## src/rtl/lane_settle_reset_gen.sv

```systemverilog
// lane_settle_reset_gen: filters per-lane MIPI LP indications into lane resets,
// a combined group reset, a release pulse and a sticky lane-skew error.

// One lane's settle filter: HOLD until lp drops, SETTLE for HOLD_CYCLES
// consecutive low samples, then ACTIVE until lp rises again.
module lane_settle_lane #(
    parameter int HOLD_CYCLES = 11
) (
    input  logic i_clk,
    input  logic i_rst,
    input  logic i_lp,
    output logic o_line_reset,
    output logic o_active
);
    localparam int CW = $clog2(HOLD_CYCLES + 1);
    localparam logic [CW-1:0] C_LAST = CW'(HOLD_CYCLES - 1);

    typedef enum logic [1:0] {
        S_HOLD   = 2'd0,
        S_SETTLE = 2'd1,
        S_ACTIVE = 2'd2
    } state_t;

    state_t        r_state;
    logic [CW-1:0] r_cnt;
    logic          r_line_reset;

    // Lane FSM with registered reset output; any lp=1 sample drops back to HOLD.
    always_ff @(posedge i_clk or posedge i_rst) begin
        if (i_rst) begin
            r_state      <= S_HOLD;
            r_cnt        <= '0;
            r_line_reset <= 1'b1;
        end else begin
            case (r_state)
                S_HOLD: begin
                    r_line_reset <= 1'b1;
                    if (!i_lp) begin
                        r_state <= S_SETTLE;
                        r_cnt   <= CW'(1);
                    end else begin
                        r_cnt   <= '0;
                    end
                end
                S_SETTLE: begin
                    if (i_lp) begin
                        // a glitch restarts settling from scratch
                        r_state      <= S_HOLD;
                        r_cnt        <= '0;
                        r_line_reset <= 1'b1;
                    end else if (r_cnt == C_LAST) begin
                        // count holds at its last value; it never wraps
                        r_state      <= S_ACTIVE;
                        r_line_reset <= 1'b0;
                    end else begin
                        r_cnt        <= r_cnt + CW'(1);
                        r_line_reset <= 1'b1;
                    end
                end
                S_ACTIVE: begin
                    if (i_lp) begin
                        r_state      <= S_HOLD;
                        r_cnt        <= '0;
                        r_line_reset <= 1'b1;
                    end else begin
                        r_line_reset <= 1'b0;
                    end
                end
                default: begin
                    r_state      <= S_HOLD;
                    r_cnt        <= '0;
                    r_line_reset <= 1'b1;
                end
            endcase
        end
    end

    assign o_line_reset = r_line_reset;
    assign o_active     = (r_state == S_ACTIVE);

endmodule

// Top: per-lane filters, group reset, release pulse and skew monitor.
module lane_settle_reset_gen #(
    parameter int LANES       = 4,
    parameter int HOLD_CYCLES = 11,
    parameter int SKEW_MAX    = 64,
    parameter int GROUP_ALL   = 1
) (
    input  logic             clk_i,
    input  logic             reset_i,
    input  logic [LANES-1:0] lp_data_i,
    input  logic             clear_err_i,
    output logic [LANES-1:0] line_reset_o,
    output logic             group_reset_o,
    output logic             settle_pulse_o,
    output logic             skew_err_o
);
    localparam int SW = $clog2(SKEW_MAX + 1);
    localparam logic [SW-1:0] C_SKEW_MAX = SW'(SKEW_MAX);

    logic [LANES-1:0] w_line;
    logic [LANES-1:0] w_active;
    logic             w_group;
    logic             w_disagree;

    logic             r_group_q;
    logic             r_pulse;
    logic [SW-1:0]    r_skew_cnt;
    logic             r_err;

    lane_settle_lane #(
        .HOLD_CYCLES (HOLD_CYCLES)
    ) u_lane [LANES-1:0] (
        .i_clk        (clk_i),
        .i_rst        (reset_i),
        .i_lp         (lp_data_i),
        .o_line_reset (w_line),
        .o_active     (w_active)
    );

    generate
        if (GROUP_ALL != 0) begin : g_grp_all
            assign w_group = |w_line;
        end else begin : g_grp_l0
            assign w_group = w_line[0];
        end
        // A single lane can never disagree with itself.
        if (LANES > 1) begin : g_skew
            assign w_disagree = (|w_active) & ~(&w_active);
        end else begin : g_noskew
            assign w_disagree = 1'b0;
        end
    endgenerate

    // Release pulse: one cycle after the group reset falls.
    always_ff @(posedge clk_i or posedge reset_i) begin
        if (reset_i) begin
            r_group_q <= 1'b1;
            r_pulse   <= 1'b0;
        end else begin
            r_group_q <= w_group;
            r_pulse   <= r_group_q & ~w_group;
        end
    end

    // Skew counter: runs while lanes are split, saturates, clears when they agree.
    always_ff @(posedge clk_i or posedge reset_i) begin
        if (reset_i) begin
            r_skew_cnt <= '0;
        end else if (!w_disagree) begin
            r_skew_cnt <= '0;
        end else if (r_skew_cnt != C_SKEW_MAX) begin
            r_skew_cnt <= r_skew_cnt + SW'(1);
        end
    end

    // Sticky error; a pending set takes priority over clear.
    always_ff @(posedge clk_i or posedge reset_i) begin
        if (reset_i) begin
            r_err <= 1'b0;
        end else if (r_skew_cnt == C_SKEW_MAX) begin
            r_err <= 1'b1;
        end else if (clear_err_i) begin
            r_err <= 1'b0;
        end
    end

    assign line_reset_o   = w_line;
    assign group_reset_o  = w_group;
    assign settle_pulse_o = r_pulse;
    assign skew_err_o     = r_err;

endmodule

```

## config.mk

```make
export PLATFORM = sky130hd
export DESIGN_NAME = lane_settle_reset_gen
export DESIGN_NICKNAME = d
export VERILOG_FILES = /design/src/rtl/lane_settle_reset_gen.sv
export SDC_FILE = /design/constraint.sdc
export NUM_CORES = 1
export LEC_CHECK = 0
export ABC_AREA = 1
export BUFFER_PORTS_ARGS = -buffer_cell sky130_fd_sc_hd__buf_2
export CORE_MARGIN = 10
export CORE_UTILIZATION = 40
export DETAILED_ROUTE_END_ITERATION = 10
export PLACE_DENSITY = 0.53
export SLEW_MARGIN = 10
export SYNTH_ARGS = -nofsm -noshare
export SYNTH_HDL_FRONTEND = slang
export SYNTH_HIERARCHICAL = 1
export SYNTH_SLANG_ARGS = --single-unit
```

## constraint.sdc

```tcl
create_clock -name clk_i -period 1.37 [get_ports clk_i]
set_clock_uncertainty 0.05 [all_clocks]
set_input_delay 0.0685 -clock clk_i [delete_from_list [all_inputs] [get_ports clk_i]]
set_output_delay 0.0685 -clock clk_i [all_outputs]
set_load 0.02 [all_outputs]
```

==> results of run 1 <==
kinds of logic after synthesis:
family	after synthesis	synth area share (%)
AND/OR/NAND/NOR	163	32.11
buffers and inverters	48	7.567
AO/OA/AOI/OAI	33	8.197
XOR/XNOR	1	0.3679
adder cells (fa/ha/maj)	22	11.56
flip-flops	38	40.20
through the flow:
step                      hold WS, ns  utilization [%]  setup TNS, ns  setup WS, ns  area, sq um
after global routing           0.1148            52.61        -0.2620      -0.05162         3078
after detailed placement      0.03395            44.82       -0.04213      -0.04213         2623
after floorplan               -0.1788                -              0        0.1289         2381
after CTS                     0.04901            47.26              0      0.002360         2765
after global placement        0.02919            44.82      -0.007635     -0.004912         2623
final                         0.08487            52.61              0       0.05176         3078
how the worst max path moves through the flow:
stage	from	endpoint	slack, ns	depth (start not counted)
3_3_place_gp	u_lane[2]/r_state[1]	u_lane[2]/r_cnt[2]	-0.005	5
6_report	u_lane[2]/r_state[1]	u_lane[2]/r_cnt[3]	0.05	7
4_1_cts	u_lane[1]/r_state[0]	r_skew_cnt[4]	0.002	6
5_1_grt	r_skew_cnt[0]	r_skew_cnt[1]	-0.05	7
2_1_floorplan	u_lane[0]/r_state[1]	u_lane[0]/r_state[0]	0.13	8
3_5_place_dp	u_lane[2]/r_state[1]	u_lane[2]/r_cnt[2]	-0.04	5
layout make-up:
type	count	area, sq um	area share, %
clock buffer	5	68.82	2.236
clock inverter	3	40.04	1.301
inverter	48	182.7	5.935
multi-input combinational	219	1470	47.76
sequential	38	957.2	31.10
tap	75	93.84	3.049
timing repair buffer	38	265.3	8.618
sequential cells by signal, summed over array words and instances (netlist names):
signal and count:
u_lane/o_line_reset 4, r_skew_cnt 7, settle_pulse_o 1, skew_err_o 1
u_lane/r_cnt 16, r_group_q 1, u_lane/r_state 8
cells in the final DEF, fill, tap and decap left out, drive strengths merged:
cell type     n
a21oi         4
buf          36
bufinv        1
clkbuf        5
clkinv        2
dfrtp        33
dfstp         5
dlygate4sd3   2
ha           22
inv          48
nand2        91
nand3        24
nand4         8
nor2         36
o211ai        4
o21ai        21
o22ai         4
or2           4
xor2          1
power groups by stage:
stage	Sequential [W]	Clock, W	Combinational [W]
after detailed placement	0.00169	0	0.00192
final	0.00170	0.000942	0.00252
after floorplan	0.00170	0	0.00130
after global routing	0.00174	0.00102	0.00288
after CTS	0.00167	0.000985	0.00196
after global placement	0.00168	0	0.00190
critical path: stages, from the launching register on:
cell and delay, ns:
sky130_fd_sc_hd__dfrtp_1 0.41, sky130_fd_sc_hd__inv_1 0.09, sky130_fd_sc_hd__ha_2 0.21, sky130_fd_sc_hd__nand2_4 0.08, sky130_fd_sc_hd__nor2_2 0.17, sky130_fd_sc_hd__nor2_4 0.06
sky130_fd_sc_hd__nand3_1 0.09, sky130_fd_sc_hd__nand2_1 0.05
per-layer routing:
layer / GRT usage [%] / wire length [um] / vias to the layer above
li1: - / - / 1061
met1: 12.64 / 2376 / 960
met2: 16.92 / 2389 / 14
met3: 2.703 / 108 / 4
met4: 3.178 / 58 / 0
met5: 0 / 0 / -
what timing repair did:
item                       in CTS  in global routing
setup buffers                   0                 12
pin swaps                       0                 10
gates resized for setup         5                 66
hold buffers                    2                  0
hold endpoints to repair       38                  0
setup endpoints to repair       8                 32
==> flow_results.org, run 1 <==
** Setup path
- The endpoint identified for the worst register-to-register timing path is u_lane[2]/r_cnt[3].
- The critical path is of the reg -> reg type.
- Maximum fanout along the worst path :: 5
- Critical path launch point type :: flip-flop
- Data on the critical path is required at its endpoint by about 1.5 ns.
- The setup check on the worst reg-to-reg path leaves a slack of 0.05 ns.
- Endpoint arrival time on the critical path :: approximately 1.5 ns
- Beginning of the worst register-to-register path :: u_lane[2]/r_state[1]
- Critical Path End Type :: flip-flop
- Worst R2R Path Depth :: 7

** Power
- Net switching power :: about 0.002 W
- Static leakage :: about 1.5 nW
- Tot Pwr :: 0.005162 W
- Sequential group share of total power :: ~33%
- Peak supply drop :: 0.001243 V
- Clock group share of total power :: 18.3%
- Cell area power density :: 1677 nW/um^2
- The internal portion of the total power is between 0.003 and 0.004 W.
- The share of total power dissipated in combinational logic is roughly 50%.
- Net switching share of the total power :: just under 40%

** Synthesis
- After synthesis, the largest area contributor takes up 34.68% of total cell area.
- The most used flip-flop cell after synthesis is sky130_fd_sc_hd__dfrtp_1.
- Sequential cells were found to cover around 40% of the synthesized design area.
- Yosys attributes the largest share of cell area to sky130_fd_sc_hd__dfrtp_1, sky130_fd_sc_hd__nand2_1, sky130_fd_sc_hd__ha_1, sky130_fd_sc_hd__inv_1, sky130_fd_sc_hd__dfstp_2.
- Dominant cell type by area after synthesis :: sky130_fd_sc_hd__dfrtp_1
- Flip-flop and latch count after synthesis :: 38
- The mapped netlist covers approximately 2400 sq um.
- Cell with the most instances after synthesis :: sky130_fd_sc_hd__nand2_1
- Yosys printed 6 warnings.
- Synthesis handed over a netlist of roughly 300 instances.
- Async S/R FF share, synth :: 100.0%
- Post-synthesis average cell area :: slightly below 8 sq um
- After synthesis, the netlist uses 20 different library cells.
- Number of nets produced by synthesis :: between 300 and 400
- The commonest cells after synthesis are sky130_fd_sc_hd__nand2_1, sky130_fd_sc_hd__inv_1, sky130_fd_sc_hd__nor2_1, sky130_fd_sc_hd__dfrtp_1, sky130_fd_sc_hd__ha_1.
- Number of flops mapped to enable cells by yosys :: 0

** Floorplan
- Total number of placement rows :: 28
- The region available for standard cell placement spans a little under 6000 sq um.
- For this configuration, the core starts out at a cell density of about 41%.
- From left edge to right edge, the die measures slightly below 100 um.
- From bottom edge to top edge, the die measures slightly below 100 um.
- Top Ports :: 14
- The die covers 9438 sq um.

** Layout
- Final #Nets :: roughly 380
- Antenna diode count :: 0
- Fraction of layout instances using a drive strength above 1 :: 35.04%
- After the flow finishes, the layout carries non-filler instances totaling between 400 and 500.
- From synthesis to final layout, the design area changed by 29.27%.
- FILL cells :: about 560

** Placement
- Counting tap cells, the placed design contains a total of roughly 400 instances.
- Detailed-placement wirelength estimate :: between 3000 and 4000 um
- In this run the tool buffered the top-level ports with 13 buffer cells.
- RePlAce Congestion :: around 0.8

** Clock network
- Clock latency on the worst-skew pair, taken at its later pin, is around 0.29 ns.
- The H-tree was split into 2 levels.
- Number of sinks handled by clock tree synthesis :: 38
- Number of buffers created by CTS :: 5
- Maximum number of buffers from clock root to sink :: 2
- Clock-pin slew was measured on the worst setup and hold paths at 0.08 ns.
- CTS Root Cell :: sky130_fd_sc_hd__clkbuf_8
- Clock tree from TritonCTS :: done

** Drt
- Starting DRC count in detailed routing :: between 60 and 70
- Wires add up to roughly 4900 um.
- Number of nets with antenna violations after routing :: 0
- Drt drc :: 0
- Before antenna repair, the detailed router went through 4 iterations.
- Routed WL per cell :: roughly 12 um
- Using the TritonRoute via totals, the vias-per-cell ratio works out to around 4.8.
- Via count :: between 2000 and 2500

** STA
- Max Transition Viols Final :: 0
- The final critical path takes up between 90 and 100% of the cycle.
- Number of hold-slack violations in the final timing report :: 0
- Max Clock Freq :: about 760 MHz
- Setup violations remaining at the end of the flow were counted as 0.
- Setup repair after global routing could not meet its margin everywhere.
- Measured against its own limit, the worst slew margin works out to approximately three quarters.
- For the finished layout, the period the worst path requires is around 1.3 ns.
- Worst-margin pin slew :: between 0.3 and 0.4 ns

** Worst hold path
- The tightest min-delay check is of the in -> reg type.
- Counting instances, the worst hold path has a depth of 4.
- Startpoint of the lowest-slack hold path :: lp_data_i[0]
- The worst hold path terminates at u_lane[0]/r_cnt[3].

** Flow run
- The tool flagged a number of max-cap violations equal to 0.

** Global routing
- Entering global routing, the biggest net connects 13 pins.
- Initial antenna violation count :: 0
- Global routing consumed, over all layers together, between 10% and 20% of the routing resources.
- Global route total overflow :: 0
- First-pass GRT wire length :: 8321 um
- Via count of the first global-routing pass :: approximately 1900

** Outcome
- Outcome :: finished, final reports clean
Note: power is estimated with default switching activity, not from simulation.
==> run 2: changes to the inputs <==
CORE_UTILIZATION = 60   (was 40)
PLACE_DENSITY = 0.76   (was 0.53)
clock period = 1.35 ns   (was 1.37 ns; I/O delays follow)
==> flow_results.org, run 2 (synthesis gave the netlist of run 1 again) <==
** Power
- Cell internal power dissipation :: 0.003300 W (+6.2%)
- The clock group share of total power is 21.6% (+3.3 points).
- Net switching power :: 0.002186 W (+6.5%)
- Cell area power density :: 1808 nW/um^2 (+7.8%)
- Combinational Power Share :: 46.6% (-2.3 points)
- The peak supply drop is 0.001472 V (+18%).
- The switching share of power is 39.85% (+0.071 points).
- The portion of total power attributed to sequential cells came to 31.9% (-1.0 points).
- Static leakage :: 1.462 nW (-2.0%)

** Clock network
- The number of clock buffers inserted by TritonCTS came to 5 (unchanged).
- The clock net sink count is 38 (unchanged).
- Clk pin slew, worst setup/hold paths :: 0.07 ns (about the same)
- Clock latency on the worst-skew pair :: 0.29 ns (about the same)
- Maximum number of buffers from clock root to sink :: 2 (unchanged)
- The tree is rooted in a sky130_fd_sc_hd__clkbuf_8.
- TritonCTS built the clock tree.
- The number of levels the H-tree was split into is 2 (unchanged).

** Setup path
- Cell at the slowest stage of the critical path :: sky130_fd_sc_hd__dfrtp_1
- Worst R2R Path Depth :: 8 (+1)
- Required time worst endpoint :: 1.48 ns (-0.02 ns)
- Critical Path End Type :: flip-flop
- Type of the worst setup path :: reg -> reg
- The data arrival time of the critical path is 1.52 ns (+0.07 ns).
- STA classifies the critical path startpoint as a flip-flop.
- The critical path goes through inv_2, ha_4, inv_2, nor2_2, a21oi_4, nand2_2, nand2_1, nand2_1.
- The maximum fanout along the worst path is 3 (-2).
- The delay of the slowest cell on the worst path came to 0.44 ns (+0.03 ns).

** Outcome
- The flow ran to the end, but the final reports show violations.
- The final reports fail on negative setup slack.

** Drt
- Drt drc :: 0 (unchanged)
- Total iterations of the first detailed-routing run :: 4 (unchanged)
- Via-per-instance ratio :: 5.383 (+12%)
- Number of nets with antenna violations after routing :: 0 (unchanged)
- The routed wirelength normalized by instance count was 14.40 um (+24%).
- The final routed wirelength across all metal layers came to 5645 um (+14%).
- The total number of vias came to 2110 (+3.5%).
- Starting DRC count in detailed routing :: 121 (+95%)

** Floorplan
- The standard-cell row count was 22 (-21%).
- The area enclosed by the die boundary came to 6888 sq um (-27%).
- Chip width :: 83.00 um (-15%)
- The starting utilization of the core area is 63.60% (+23 points).
- The vertical extent of the die came to 83.00 um (-15%).
- The core area was 3744 sq um (-36%).
- The count of pins on the block boundary is 14 (unchanged).

** STA
- The time the final worst path needs with I/O delays and setup is 1.388 ns (+0.07018 ns).
- The relative max-transition margin came to 73.66% (-0.79 points).
- Hold slack final :: 0.09671 ns (+0.01185 ns)
- Number of hold-slack violations in the final timing report :: 0 (unchanged)
- Final worst slack :: -0.03841 ns (-0.09018 ns)
- Worst-margin pin slew :: 0.3946 ns (+0.01188 ns)
- Period utilisation layout :: 102.8% (+6.6 points)
- Max Transition Viols Final :: 0 (unchanged)
- Max Clock Freq :: 720.2 MHz (-5.1%)
- Unrepaired setup endpoints after global routing :: yes
- The final number of setup-violating endpoints is 2 (+2).

** Layout
- The top cell types in the final layout, fill and taps aside, are sky130_fd_sc_hd__nand2_1, sky130_fd_sc_hd__dfrtp_1, sky130_fd_sc_hd__inv_2.
- The number of filler instances in the final layout is 243 (-56%).
- Top Registers :: u_lane/r_cnt: 16 flops, u_lane/r_state: 8 flops, r_skew_cnt: 7 flops
- The number of diodes added for antenna fixing came to 0 (unchanged).
- Fraction of layout instances using a drive strength above 1 :: 36.05% (+1.0 points)
- Layout Area Growth over Synthesis :: 27.43%
- The post-layout net count came to 372 (-1.8%).
- The library cell used most frequently in the layout, excluding fill and tap cells, is sky130_fd_sc_hd__nand2_1.
- Biggest register :: u_lane/r_cnt
- Number of flip-flops under the largest register name :: 16 (unchanged)

** Placement
- Quantity of I/O buffers inserted on ports :: 13 (unchanged)
- Detailed-placement wirelength estimate :: 3545 um (-3.9%)
- RePlAce Congestion :: 0.8093 (-0.49%)
- The worst slack at placement is -0.05155 ns (-0.009425 ns).

** Global routing
- Initial antenna violation count :: 0 (unchanged)
- The number of global-route vias before repair was 1965 (+3.6%).
- The aggregate global-route resource usage was 13.60% (+3.3 points).
- The largest net degree at the start of global routing came to 13 (unchanged).
- The global-route wire length before repair was 8204 um (-1.4%).
- The global route total overflow is 0 (unchanged).

** Worst hold path
- The hold-critical path depth was 4 (unchanged).
- The worst hold path belongs to the class in -> reg.

** Flow run
- Max_cap viols :: 0 (unchanged)
-- run 2: cell types whose count changed in the layout (fill, tap and decap cells not counted), moves of 2 or more --
cell                       previous run  this run
sky130_fd_sc_hd__buf_4               21        16
sky130_fd_sc_hd__buf_6                2         0
sky130_fd_sc_hd__clkinv_2             2         0
sky130_fd_sc_hd__inv_1               27        23
sky130_fd_sc_hd__inv_2               20        24
sky130_fd_sc_hd__nor2_2               9         7
sky130_fd_sc_hd__nor2_4               4         7
-- run 2: final cells by class --
class / count / area (sq um) / area share, %
sequential: 38 / 958.4 / 31.59
clock buffer: 6 / 82.58 / 2.722
clock inverter: 2 / 60.06 / 1.979
timing repair buffer: 31 / 205.2 / 6.763
inverter: 48 / 182.7 / 6.021
multi-input combinational: 219 / 1485 / 48.95
tap: 48 / 60.06 / 1.979
-- run 2: power by group through the flow --
| stage | Combinational (W) | Clock (W) | Sequential [W] |
|---|---|---|---|
| floorplan | 0.00132 | 0 | 0.00173 |
| global placement | 0.00186 | 0 | 0.00170 |
| detailed placement | 0.00190 | 0 | 0.00171 |
| CTS | 0.00198 | 0.00120 | 0.00169 |
| global route | 0.00283 | 0.00127 | 0.00178 |
| finish | 0.00255 | 0.00118 | 0.00175 |
-- run 2: what timing repair did --
| action | in CTS | in global routing |
|---|---|---|
| hold endpoints to repair | 38 | 0 |
| buffers inserted | 0 | 8 |
| hold buffers | 2 | 0 |
| endpoints found under the setup margin | 19 | 31 |
| resized for setup | 10 | 70 |
| pin swaps | 0 | 13 |
-- run 2: worst paths after layout --
path / startpoint / to / slack [ns]
min in group asynchronous: reset_i / u_lane[1]/r_cnt[0] / 0.26
hold reg to reg: r_group_q / settle_pulse_o / 0.43
setup reg to reg: u_lane[0]/r_state[0] / u_lane[0]/r_state[1] / -0.04
hold / removal: lp_data_i[0] / u_lane[0]/r_cnt[3] / 0.1
setup / recovery: u_lane[0]/r_state[0] / u_lane[0]/r_state[1] / -0.04
max in group asynchronous: reset_i / r_group_q / 0.62
-- run 2: metrics by stage --
stage	TNS [ns]	std cells	power [W]	util (%)	cell area (sq um)
floorplan	0	305	0.003047	-	2381
global placement	-0.06155	374	0.003552	68.55	2566
detailed placement	-0.3193	374	0.003612	68.55	2566
CTS	-0.04426	384	0.004864	73.53	2753
global route	-0.7144	392	0.005884	81.05	3034
finish	-0.04910	392	0.005487	81.05	3034
-- run 2: per-layer routing --
layer | part of all wire, % | vias to the layer above | routed length, um | track usage, %
li1 | - | 1045 | - | -
met1 | 42 | 1018 | 2394 | 15.59
met2 | 53 | 45 | 3010 | 24.09
met3 | 3.9 | 2 | 219 | 3.418
met4 | 0.37 | 0 | 21 | 4.000
met5 | 0 | - | 0 | 0
-- run 2: critical path: cells and delay by family, from the launching register on --
kind	cells	cell delay (ns)
and+or+nand+nor	4	0.29
buffers and inverters	2	0.16
AOI/OAI and AO/OA	1	0.16
DFF	1	0.44
adders and majority gates	1	0.18
==> run 3: changes to the inputs <==
CORE_MARGIN = default   (was 10)
REMOVE_ABC_BUFFERS = 1   (was default)
==> flow_results.org, run 3 (synthesis gave the netlist of run 1 again) <==
** Power
- Cell area power density :: 1744 nW/um^2 (-3.5%)
- Peak supply drop :: 0.001248 V (-15%)
- Static leakage :: 1.458 nW (-0.31%)

** Layout
- Number of flip-flops under the largest register name :: 16 (unchanged)
- The area used by sequential logic in the layout came to 959.7 sq um (+0.13%).
- Top Registers :: u_lane/r_cnt: 16 flops, u_lane/r_state: 8 flops, r_skew_cnt: 7 flops
- Commonest cells after routing, fill and taps aside :: sky130_fd_sc_hd__nand2_1, sky130_fd_sc_hd__dfrtp_1, sky130_fd_sc_hd__inv_1
- The area occupied by multi-input gates was 1491 sq um (+0.42%).
- The number of diodes added for antenna fixing is 0 (unchanged).
- The area growth from synthesis to layout is 26.64%.
- Biggest register :: u_lane/r_cnt
- Final #Nets :: 373 (+0.27%)
- The fraction of layout instances using a drive strength above 1 was 37.10% (+1.1 points).
- FILL cells :: 247 (+1.6%)
- The library cell used most frequently in the layout, excluding fill and tap cells, is sky130_fd_sc_hd__nand2_1.

** Worst hold path
- The worst hold path begins at lp_data_i[3].
- Path class of the lowest-slack min-delay path :: in -> reg

** Drt
- The met3 wire length came to 177 um (-19%).
- Uppermost layer routed :: met4
- Routed WL per cell :: 12.97 um (-9.9%)
- The detailed-routing iteration count for the pre-antenna-repair pass was 4 (unchanged).
- The iteration-0 DRC count of the detailed router was 114 (-5.8%).
- Routed wl met2 :: 2642 um (-12%)
- Via-per-instance ratio :: 5.209 (-3.2%)
- The number of remaining DRC errors was 0 (unchanged).
- Via count :: 2047 (-3.0%)
- The final routed wirelength across all metal layers was 5098 um (-9.7%).
- Number of nets with antenna violations after routing :: 0 (unchanged)
- The met1 wire length was 2245 um (-6.2%).

** STA
- The post-route clock period utilization came to 99.90% (-2.9 points).
- The final sum of negative setup slack is 0 ns (+0.04910 ns).
- The tightest hold margin is 0.1165 ns (+0.01976 ns).
- The final number of setup-violating endpoints was 0 (-2).
- Max Clock Freq :: 741.5 MHz (+2.9%)
- The transition at the pin with the smallest max-transition slack came to 0.3771 ns (-0.01749 ns).
- Max Transition Viols Final :: 0 (unchanged)
- Unrepaired setup endpoints after global routing :: yes
- Max-slew headroom at the worst pin :: 74.83% (+1.2 points)
- The count of final hold-check violations is 0 (unchanged).
- Final Critical Period :: 1.349 ns (-0.03972 ns)

** Clock network
- Clock tree from TritonCTS :: done
- Clk pin slew, worst setup/hold paths :: 0.08 ns (about the same)
- The buffer levels on the longest clock path came to 2 (unchanged).
- The tree is rooted in a sky130_fd_sc_hd__clkbuf_8.
- The clock insertion delay at the later pin of the skew report is 0.29 ns (about the same).
- The clock net sink count was 38 (unchanged).
- H-tree levels :: 2 (unchanged)
- The number of clock buffers inserted by TritonCTS is 5 (unchanged).

** Placement
- The post-detailed-placement half-perimeter wirelength was 3243 um (-8.5%).
- Quantity of I/O buffers inserted on ports :: 13 (unchanged)
- RePlAce Congestion :: 0.8508 (+5.1%)

** Global routing
- The largest net degree at the start of global routing was 13 (unchanged).
- The number of antenna violations at the first check in global routing is 0 (unchanged).
- Global route total overflow :: 0 (unchanged)
- The global-route wire length before repair is 6962 um (-15%).
- Via count of the first global-routing pass :: 1709 (-13%)
- The aggregate global-route resource usage came to 21.25% (+7.7 points).

** Floorplan
- The vertical extent of the die came to 65.00 um (-22%).
- The standard-cell row count is 22 (unchanged).
- The area enclosed by the die boundary came to 4224 sq um (-39%).
- The chip width is 65.00 um (-22%).
- The count of pins on the block boundary is 14 (unchanged).
- Core outline area :: 3744 sq um (unchanged)
- Initial core utilization :: 63.60% (unchanged)

** Flow run
- The max-cap check violation count was 0 (unchanged).

** Setup path
- Critical path launch point type :: flip-flop
- Beginning of the worst register-to-register path :: u_lane[1]/r_state[0]
- The critical path in this run is classified as reg -> reg.
- The worst setup path is captured at a flip-flop.
- Endpoint arrival time on the critical path :: 1.49 ns (-0.03 ns)
- In this run the worst setup path begins at u_lane[1]/r_state[0].
- The required time of the critical path was 1.49 ns (about the same).
- The maximum fanout along the worst path was 3 (unchanged).

** Outcome
- Outcome :: finished, final reports clean
## run 3: repair_timing
| item | in CTS | in global routing |
|---|---|---|
| gates resized for setup | 8 | 73 |
| endpoints found under the setup margin | 12 | 31 |
| endpoints found under the hold margin | 38 | 0 |
| hold buffers | 2 | 0 |
| pin swaps | 0 | 12 |
| setup buffers | 0 | 10 |
## run 3: area by class of cell
class	instances	area share [%]
multi-input combinational	219	49.46
clock inverter	3	1.328
sequential	38	31.83
tap	48	1.992
timing repair buffer	32	7.054
clock buffer	5	2.282
inverter	48	6.058
## run 3: final timing paths
path	cells after the start	slack, ns	end
worst max register to register	8	0.001	u_lane[1]/r_state[0]
min in group asynchronous	3	0.26	u_lane[3]/r_state[0]
max in group asynchronous	3	0.65	r_group_q
worst min-delay path	4	0.12	u_lane[3]/r_cnt[3]
worst min register to register	2	0.42	settle_pulse_o
worst max-delay path	8	0.001	u_lane[1]/r_state[0]
## run 3: power breakdown
group | internal [W] | leakage, nW | total [W] | switching [W]
Combinational | 0.00111 | 0.906 | 0.00258 | 0.00147
Clock | 0.000544 | 0.0579 | 0.000933 | 0.000389
Sequential | 0.00145 | 0.493 | 0.00175 | 0.000299
Total | 0.00311 | 1.46 | 0.00526 | 0.00215
## run 3: critical path, cell delays in order, from the launching register on
cell and delay, ns:
sky130_fd_sc_hd__dfrtp_1 0.45, sky130_fd_sc_hd__inv_2 0.09, sky130_fd_sc_hd__ha_4 0.19, sky130_fd_sc_hd__inv_4 0.07, sky130_fd_sc_hd__nor2_4 0.05, sky130_fd_sc_hd__a21oi_4 0.15, sky130_fd_sc_hd__nand2_2 0.07, sky130_fd_sc_hd__nand2_1 0.07
sky130_fd_sc_hd__nand2_1 0.05
## run 3: metal layers
layer / GRT usage [%] / up-vias
met3: 3.345 / 6
met1: 28.10 / 951
met2: 35.42 / 38
li1: - / 1052
met4: 6.667 / 0
met5: 0 / -
## run 3: through the flow
stage	setup slack [ns]	total power, W	instances	utilization [%]	cell area (sq um)
final	0.001304	0.005259	393	80.55	3015
after CTS	-0.004095	0.004556	383	72.13	2700
after floorplan	0.1089	0.003047	305	-	2381
after global routing	-0.07385	0.005626	393	80.55	3015
after detailed placement	-0.03160	0.003580	373	68.35	2559
after global placement	-0.01470	0.003540	373	68.35	2559
